[config.mk]
export PLATFORM = sky130hd
export DESIGN_NAME = pipe_skid_reg
export DESIGN_NICKNAME = d
export VERILOG_FILES = /design/src/rtl/pipe_skid_reg_pkg.sv /design/src/rtl/pipe_skid_reg_sat_counter.sv /design/src/rtl/pipe_skid_reg.sv
export SDC_FILE = /design/constraint.sdc
export NUM_CORES = 1
export LEC_CHECK = 0
export BUFFER_PORTS_ARGS = -buffer_cell sky130_fd_sc_hd__buf_2
export CAP_MARGIN = 15
export CELL_PAD_IN_SITES_DETAIL_PLACEMENT = 1
export CELL_PAD_IN_SITES_GLOBAL_PLACEMENT = 1
export CORE_ASPECT_RATIO = 1.2
export CORE_UTILIZATION = 36
export DETAILED_ROUTE_END_ITERATION = 10
export PLACE_DENSITY_LB_ADDON = 0.1
export SLEW_MARGIN = 20
export SYNTH_ARGS = -nofsm -noshare
export SYNTH_HDL_FRONTEND = slang
export SYNTH_SLANG_ARGS = --single-unit
[constraint.sdc]
create_clock -name clk -period 1.6 [get_ports clk]
set_input_delay 0.08 -clock clk [delete_from_list [all_inputs] [get_ports clk]]
set_output_delay 0.08 -clock clk [all_outputs]
set_load 0.005 [all_outputs]
[src/rtl/pipe_skid_reg_pkg.sv]
// -----------------------------------------------------------------------------
// pipe_skid_reg_pkg
// Shared definitions for the elastic pipeline-stage register:
//   - pipe_state_e : stage occupancy codes (EMPTY / BUSY / FULL)
//   - PIPE_CNT_W   : default width of the optional performance counters
//   - st_valid()   : true when the main entry holds a beat
// -----------------------------------------------------------------------------
package pipe_skid_reg_pkg;

    localparam int PIPE_CNT_W = 16;

    // EMPTY: no entry valid; BUSY: main only; FULL: main and skid.
    typedef enum logic [1:0] {
        PIPE_ST_EMPTY = 2'b00,
        PIPE_ST_BUSY  = 2'b01,
        PIPE_ST_FULL  = 2'b10
    } pipe_state_e;

    // The main entry is valid in every state except EMPTY.
    function automatic logic st_valid(input pipe_state_e st);
        return st != PIPE_ST_EMPTY;
    endfunction

endpackage

[src/rtl/pipe_skid_reg_sat_counter.sv]
// -----------------------------------------------------------------------------
// pipe_skid_reg_sat_counter
// Saturating up-counter used for the stage performance counters. It counts
// one per cycle while inc is high, sticks at all-ones, and is cleared only by
// reset.
// Ports:
//   clk   in   clock, rising edge
//   reset in   asynchronous, active-high
//   inc   in   count enable for this cycle
//   cnt   out  W-bit count value
// -----------------------------------------------------------------------------
module pipe_skid_reg_sat_counter #(
    parameter int W = 16
) (
    input  logic         clk,
    input  logic         reset,
    input  logic         inc,
    output logic [W-1:0] cnt
);

    logic [W-1:0] cnt_q;

    always_ff @(posedge clk or posedge reset) begin
        if (reset) begin
            cnt_q <= '0;
        end else if (inc && (cnt_q != '1)) begin
            cnt_q <= cnt_q + W'(1);
        end
    end

    assign cnt = cnt_q;

endmodule

[src/rtl/pipe_skid_reg.sv]
// -----------------------------------------------------------------------------
// pipe_skid_reg
// Elastic pipeline-stage register with a 2-entry skid buffer. The upstream
// ready is a flop, so no combinational ready path crosses stages, yet the
// stage still sustains one beat per cycle when downstream keeps out_ready=1.
// Beats are delivered in strict FIFO order and never modified.
//
// Parameters:
//   WIDTH     payload width in bits
//   RESET_VAL data register value after reset/flush; out_data while idle
//   CNT_W     performance counter width
//
// Ports:
//   clk        in   clock, rising edge
//   reset      in   asynchronous, active-high
//   flush      in   synchronous kill of the stage contents (top priority)
//   in_valid   in   upstream beat valid
//   in_ready   out  stage can accept a beat (registered)
//   in_data    in   upstream payload
//   out_valid  out  downstream beat valid
//   out_ready  in   downstream accepts
//   out_data   out  downstream payload (RESET_VAL when out_valid=0)
//   stall_cnt  out  cycles with out_valid=1 and out_ready=0
//   flush_cnt  out  flushes that discarded at least one beat
//
// Build option: define PIPE_SKID_PERF_EN to instantiate the two saturating
// performance counters; otherwise stall_cnt and flush_cnt are tied to 0.
// -----------------------------------------------------------------------------
module pipe_skid_reg
    import pipe_skid_reg_pkg::*;
#(
    parameter int               WIDTH     = 32,
    parameter logic [WIDTH-1:0] RESET_VAL = '0,
    parameter int               CNT_W     = PIPE_CNT_W
) (
    input  logic             clk,
    input  logic             reset,
    input  logic             flush,
    input  logic             in_valid,
    output logic             in_ready,
    input  logic [WIDTH-1:0] in_data,
    output logic             out_valid,
    input  logic             out_ready,
    output logic [WIDTH-1:0] out_data,
    output logic [CNT_W-1:0] stall_cnt,
    output logic [CNT_W-1:0] flush_cnt
);

    pipe_state_e      state_q, state_d;
    logic [WIDTH-1:0] main_q, main_d;
    logic [WIDTH-1:0] skid_q, skid_d;
    logic             in_ready_q;
    logic             main_v;
    logic             in_fire;
    logic             out_fire;

    assign main_v   = st_valid(state_q);
    assign in_fire  = in_valid & in_ready_q;
    assign out_fire = main_v & out_ready;

    always_comb begin
        // NOTE: every target gets a default before any branch; a path that
        // skipped an assignment would otherwise infer a latch.
        state_d = state_q;
        main_d  = main_q;
        skid_d  = skid_q;

        if (flush) begin
            // Flush wins over any handshake: a beat offered this cycle is
            // dropped even though in_ready is high.
            state_d = PIPE_ST_EMPTY;
            main_d  = RESET_VAL;
            skid_d  = RESET_VAL;
        end else begin
            case (state_q)
                PIPE_ST_EMPTY: begin
                    if (in_fire) begin
                        state_d = PIPE_ST_BUSY;
                        main_d  = in_data;
                    end
                end
                PIPE_ST_BUSY: begin
                    if (in_fire && out_fire) begin
                        main_d = in_data;
                    end else if (in_fire) begin
                        // Downstream stalled: park the new beat behind main.
                        state_d = PIPE_ST_FULL;
                        skid_d  = in_data;
                    end else if (out_fire) begin
                        state_d = PIPE_ST_EMPTY;
                    end
                end
                PIPE_ST_FULL: begin
                    // in_ready is low here, so only the drain side can move.
                    if (out_fire) begin
                        state_d = PIPE_ST_BUSY;
                        main_d  = skid_q;
                    end
                end
                default: begin
                    state_d = PIPE_ST_EMPTY;
                end
            endcase
        end
    end

    // NOTE: the data registers are reset as well as the control, so a
    // freshly reset or flushed stage holds RESET_VAL rather than stale data.
    always_ff @(posedge clk or posedge reset) begin
        if (reset) begin
            state_q    <= PIPE_ST_EMPTY;
            main_q     <= RESET_VAL;
            skid_q     <= RESET_VAL;
            in_ready_q <= 1'b1;
        end else begin
            // NOTE: non-blocking assignments so every flop samples the
            // pre-edge values computed by the combinational block.
            state_q    <= state_d;
            main_q     <= main_d;
            skid_q     <= skid_d;
            in_ready_q <= (state_d != PIPE_ST_FULL);
        end
    end

    assign in_ready  = in_ready_q;
    assign out_valid = main_v;
    assign out_data  = main_v ? main_q : RESET_VAL;

`ifdef PIPE_SKID_PERF_EN
    pipe_skid_reg_sat_counter #(
        .W (CNT_W)
    ) u_stall_cnt (
        .clk   (clk),
        .reset (reset),
        .inc   (main_v & ~out_ready),
        .cnt   (stall_cnt)
    );

    // Only flushes that actually killed a beat are counted.
    pipe_skid_reg_sat_counter #(
        .W (CNT_W)
    ) u_flush_cnt (
        .clk   (clk),
        .reset (reset),
        .inc   (flush & main_v),
        .cnt   (flush_cnt)
    );
`else
    assign stall_cnt = '0;
    assign flush_cnt = '0;
`endif

endmodule

* Yosys cells after proc, flatten, opt, wreduce, memory -nomap -nowiden
Cells that the tools add are included.
Widths: inputs -> output; s select.
** Storage, ports and cells
- Register bits after elaboration :: 67
- Input port bits :: 37
- Output and inout port bits :: 66
- Word-level logic and storage cells :: 37
** Cells by class
- Equal/unequal tests :: 7
- Multiplexer cells :: 16
- Bitwise logic cells :: 2
- Reductions and logical operators :: 8
** Operators by type and width (count)
- $mux 32 :: 8
- $pmux 32 s3 :: 1
- $mux 2 :: 6
- $ne 3x3->1 const B :: 3
- $pmux 2 s3 :: 1
- $reduce_bool 2->1 :: 3
- $ne 2x2->1 const B :: 2
- $reduce_and 4->1 :: 1
- $reduce_bool 4->1 :: 1
- $reduce_and 3->1 :: 1
- $and 1x1->1 :: 2
- $eq 2x1->1 const B :: 1
- $eq 2x2->1 const B :: 1
- $logic_not 2->1 :: 1
- $logic_and 1x1->1 :: 1

* Depth between registers and ports, before layout
- Depth in word-level cells :: 8
- Depth in mapped cells :: 7
- Gate-level depth less buffers :: 4

* Worst setup path before layout
OpenSTA, ideal clock, no wires.
- Path type :: flip-flop to flip-flop
- Start :: register state_q[1]
- End :: register main_q[23]
- Setup time :: 0.135 ns
- Arrival time :: 1.603 ns
- Slack :: -0.137 ns
- Cell stages (with the launch flop) :: 6
- Buffers on the path :: 2
- Clock period less this slack :: 1.737 ns
- Cell sequence :: dfrtp_1 > buf_6 > nor2b_1 > a2111oi_4 > buf_6 > o31ai_1
** Between the ends
- Cells in the longest elaborated chain, start to end :: 5
- Elaborated cells between the ends (all ways) :: 13
- Those cells by class :: eq/ne (5); mux (2); bitwise (1); reduce/logical (5)
** RTL lines
- start, declared :: RTL line pipe_skid_reg.sv:49 : pipe_state_e state_q, state_d;
- start signal, assigned :: RTL line pipe_skid_reg.sv:118 : state_q <= state_d;
- $reduce_bool 2->1 :: RTL line pipe_skid_reg_pkg.sv:21 : return st != PIPE_ST_EMPTY;
- $and 1x1->1 :: RTL line pipe_skid_reg.sv:59 : assign out_fire = main_v & out_ready;
- $logic_and 1x1->1 :: RTL line pipe_skid_reg.sv:83 : if (in_fire && out_fire) begin
- $ne 3x3->1 (no line)
- $reduce_and 4->1 (no line)
- end signal, assigned :: RTL line pipe_skid_reg.sv:119 : main_q <= main_d;
- end, declared :: RTL line pipe_skid_reg.sv:50 : logic [WIDTH-1:0] main_q, main_d;
Several ways; a longest one is shown, not always the timed one.
A chain may end at the register's enable or synchronous reset.

* Worst setup path in the final report
- Start :: register state_q[1]
- End :: register main_q[31]
Same word-level chain as after synthesis.

==> implementation parameters <==
Parameter                              Value

Run status
  Result of the run    finished, final reports clean

Power and ir drop
  Part of the power in registers    0.429
  Clock network fraction of total power    0.391
  Switching power total    1.13 mW
  Cell area power density    907 nW/um^2
  Sw Ratio    0.260
  Combinational share of power    0.181
  Leakage    2.50 nW
  Worst VDD drop    500 uV
  Cell-internal power    3.21 mW
  Total power after layout    4.33 mW

Routing
  Total length of routed wires    9590 um
  Drt first-iter violations    89
  Post-route DRC violation count    0
  Wirelength per Cell    17.5 um
  Vias per std cell    4.90
  Antenna-violating nets left    0
  DR vias    2683
  First-pass DRT Iterations    4

Timing
  Slew @ Worst Pin    573 ps
  Tightest hold margin    175 ps
  Post-route fraction of the period consumed by the critical path    0.994
  Normalized max-slew margin    0.617
  Smallest setup slack after layout    10.1 ps
  Crit path time final    1590 ps
  Maximum operating frequency    0.629 GHz
  Number of pins with negative max-slew slack in the final report    0
  Hold Violations, Final    0
  Final setup TNS    0 ps
  RSZ-0062 raised after global routing    true
  Setup-failing EPs final    0
  Worst Skew    7.08 ps

Run
  Count of maximum capacitance violations    0

Logic synthesis
  Synthesized flop and latch total    67
  Synth Cell Area    3380 um^2
  Share of synthesized registers carrying an async set or reset    1.00
  Post-synthesis cell count    305
  Number of warnings reported in the yosys synthesis log    0
  Count of unique library cells instantiated by Yosys    23
  Seq/Total Area, Yosys    0.496
  Area leader, netlist    dfrtp_1
  Most common cell in the netlist    dfrtp_1
  Most used standard cells in the synthesized netlist    66 x dfrtp_1, 34 x nand2_1, 34 x nor2b_1
  Top cell type's share of synthesized area    0.489
  Prevailing post-synth register cell    dfrtp_1
  Avg Synthesized Cell Area    11.1 um^2
  Biggest area contributors in the synthesized netlist    dfrtp_1 49%, mux2i_1 9.5%, a22o_1 8.3%, buf_4 7.1%, o31ai_1 7.1%
  Number of enable flip-flop cells after synthesis    0

Critical path
  Longest individual stage delay on the worst path    420 ps
  R2r setup slk    10 ps
  Nature of the critical path startpoint    register
  Worst-case reg-to-reg path depth    6
  Critical Setup Path Class    reg2reg
  Startpoint of the worst-slack reg-to-reg timing path    state_q[1]
  Kind of cell adding the most delay to the critical path    buffers and inverters
  Kind of capture point of the worst setup path    register
  Worst path slowest cell    dfrtp_2
  Crit Path Max Fanout    8
  WP buf/inv    2
  RR Endpoint    main_q[31]
  Crit path arrival time    1840 ps
  Required @ worst endpoint    1850 ps
  Ordered list of cells on the worst path    and4b_4 > a2111oi_4 > buf_6 > clkbuf_16 > nand2_1 > o31ai_2

Global routing
  Met2 GRT Util    0.308
  Number of global-route vias before repair    2667
  Number of antenna violations at the first check in global routing    0
  Overall Global Routing Usage    0.186
  Met1 demand-to-capacity share in global routing    0.242
  Remaining Overflow, GRT    0
  Wire length of the first global-routing pass    14000 um
  Maximum number of pins on one net before global-route repair    68
  M3 GR Usage    0.0464
  Most Crowded Layer GR    met2

Final layout
  Area growth from synthesis to layout    41.2%
  Antenna cell count    0
  Final design instance area without fill    4770 um^2
  Layout cell share with drive strength beyond 1    0.383
  Final core area utilization    0.526
  Number of nets at the end of the flow    460
  Post-route non-filler standard cell count    548
  Fill count    984

Floorplan
  Die X-Extent    90.5 um
  Full die area    9780 um^2
  Die Span Y    108 um
  IO Pins    103
  Row count    38
  Core Area    9080 um^2
  Initial Util    0.372

Placed design
  Detailed placer's ending HPWL    5040 um
  Pre-CTS setup slack    -128 ps
  Final RePlAce weighted congestion    0.777
  Post-detailed-placement cell area    3820 um^2
  Port bufs    70
  Cell total after placement    488

Clocking
  Cell at the root of the clock tree    clkbuf_8
  Maximum clock insertion buffer count    2
  TritonCTS sink count    67
  Number of levels the H-tree was split into    3
  Clock tree from TritonCTS    done
  Latest clock arrival within the worst-skew pair    340 ps
  Clock-pin slew reported for the worst setup and hold paths after clock tree synthesis    70 ps
  Clock buffer count from CTS    9

Worst hold path
  Worst Hold Launch    out_ready
  End point of the worst hold path    in_ready
  Worst hold stages    3
  Type of the tightest min-delay check    in2reg
[cells in the final DEF, fill, tap and decap left out, types with 4 or more instances in the layout]
cell type and instances:
buf_2 70, dfrtp_1 64, dlygate4sd3_1 33, mux2i_1 32
a22o_1 32, nor2b_1 32, conb_1 32, o31ai_2 19
nand2_1 19, buf_4 15, o31ai_1 12, nand2_2 11
clkbuf_8 9, buf_12 5, nand2_4 4, clkbuf_16 4
buf_6 4
[layer usage]
| metal | wire [um] | vias up |
|---|---|---|
| li1 | - | 1243 |
| met1 | 4240 | 1362 |
| met2 | 4910 | 71 |
| met3 | 348 | 7 |
| met4 | 83 | 0 |
| met5 | 0 | - |
[worst max-delay path by stage]
stage / from / to / slack (ps) / cells after the start
after floorplan: state_q[1] / main_q[23] / -70 / 5
after global placement: state_q[0] / skid_q[25] / -70 / 3
after detailed placement: state_q[0] / skid_q[20] / -130 / 3
after CTS: state_q[0] / out_data[9] / 3 / 5
after global routing: in_ready / state_q[1] / -50 / 6
final: state_q[1] / main_q[31] / 10 / 6
[area by class of cell]
type	instances	area, um^2	area share
multi-input combinational	211	1650	0.346
clock buffer	9	124	0.0259
inverter	3	15.0	0.00314
timing repair buffer	131	1040	0.218
clock inverter	7	116	0.0244
sequential	67	1680	0.352
tap	120	150	0.0314
[worst register-to-register path, delay by kind of cell, from the launching register on]
| kind | cells | cell delay, ps |
|---|---|---|
| flops | 1 | 420 |
| buf+inv | 2 | 440 |
| simple gates | 2 | 300 |
| compound gates | 2 | 340 |
[power by group through the flow]
stage | registers, mW | clock network, mW | logic [mW]
2_1_floorplan | 1.86 | 0 | 0.402
3_3_place_gp | 1.87 | 0 | 0.545
3_5_place_dp | 1.88 | 0 | 0.555
4_1_cts | 1.85 | 1.75 | 0.648
5_1_grt | 1.87 | 1.82 | 0.855
6_report | 1.86 | 1.69 | 0.783
[kinds of logic (layout without fill, tap and decap cells)]
logic type	Yosys count	count (layout)	synth area share
AO/OA/AOI/OAI	69	70	0.169
AND/OR/NAND/NOR	77	77	0.121
buffers and inverters	59	150	0.118
multiplexers	32	32	0.0947
flip-flops	67	67	0.496
other	1	32	0.00111
[registers in the layout, indices dropped and copies added, names as in the netlist]
name      cells
main_q       32
skid_q       32
state_q       2
in_ready      1
[repair_timing]
action                                  4_1_cts  5_1_grt
hold endpoints to repair                     98        0
hold buffers                                 33        0
endpoints found under the setup margin       64       96
gates cloned                                  1        6
buffers inserted                              1        3
gates resized for setup                      11       45
pin swaps                                     2        6
Note: power is estimated with default switching activity, not from simulation.
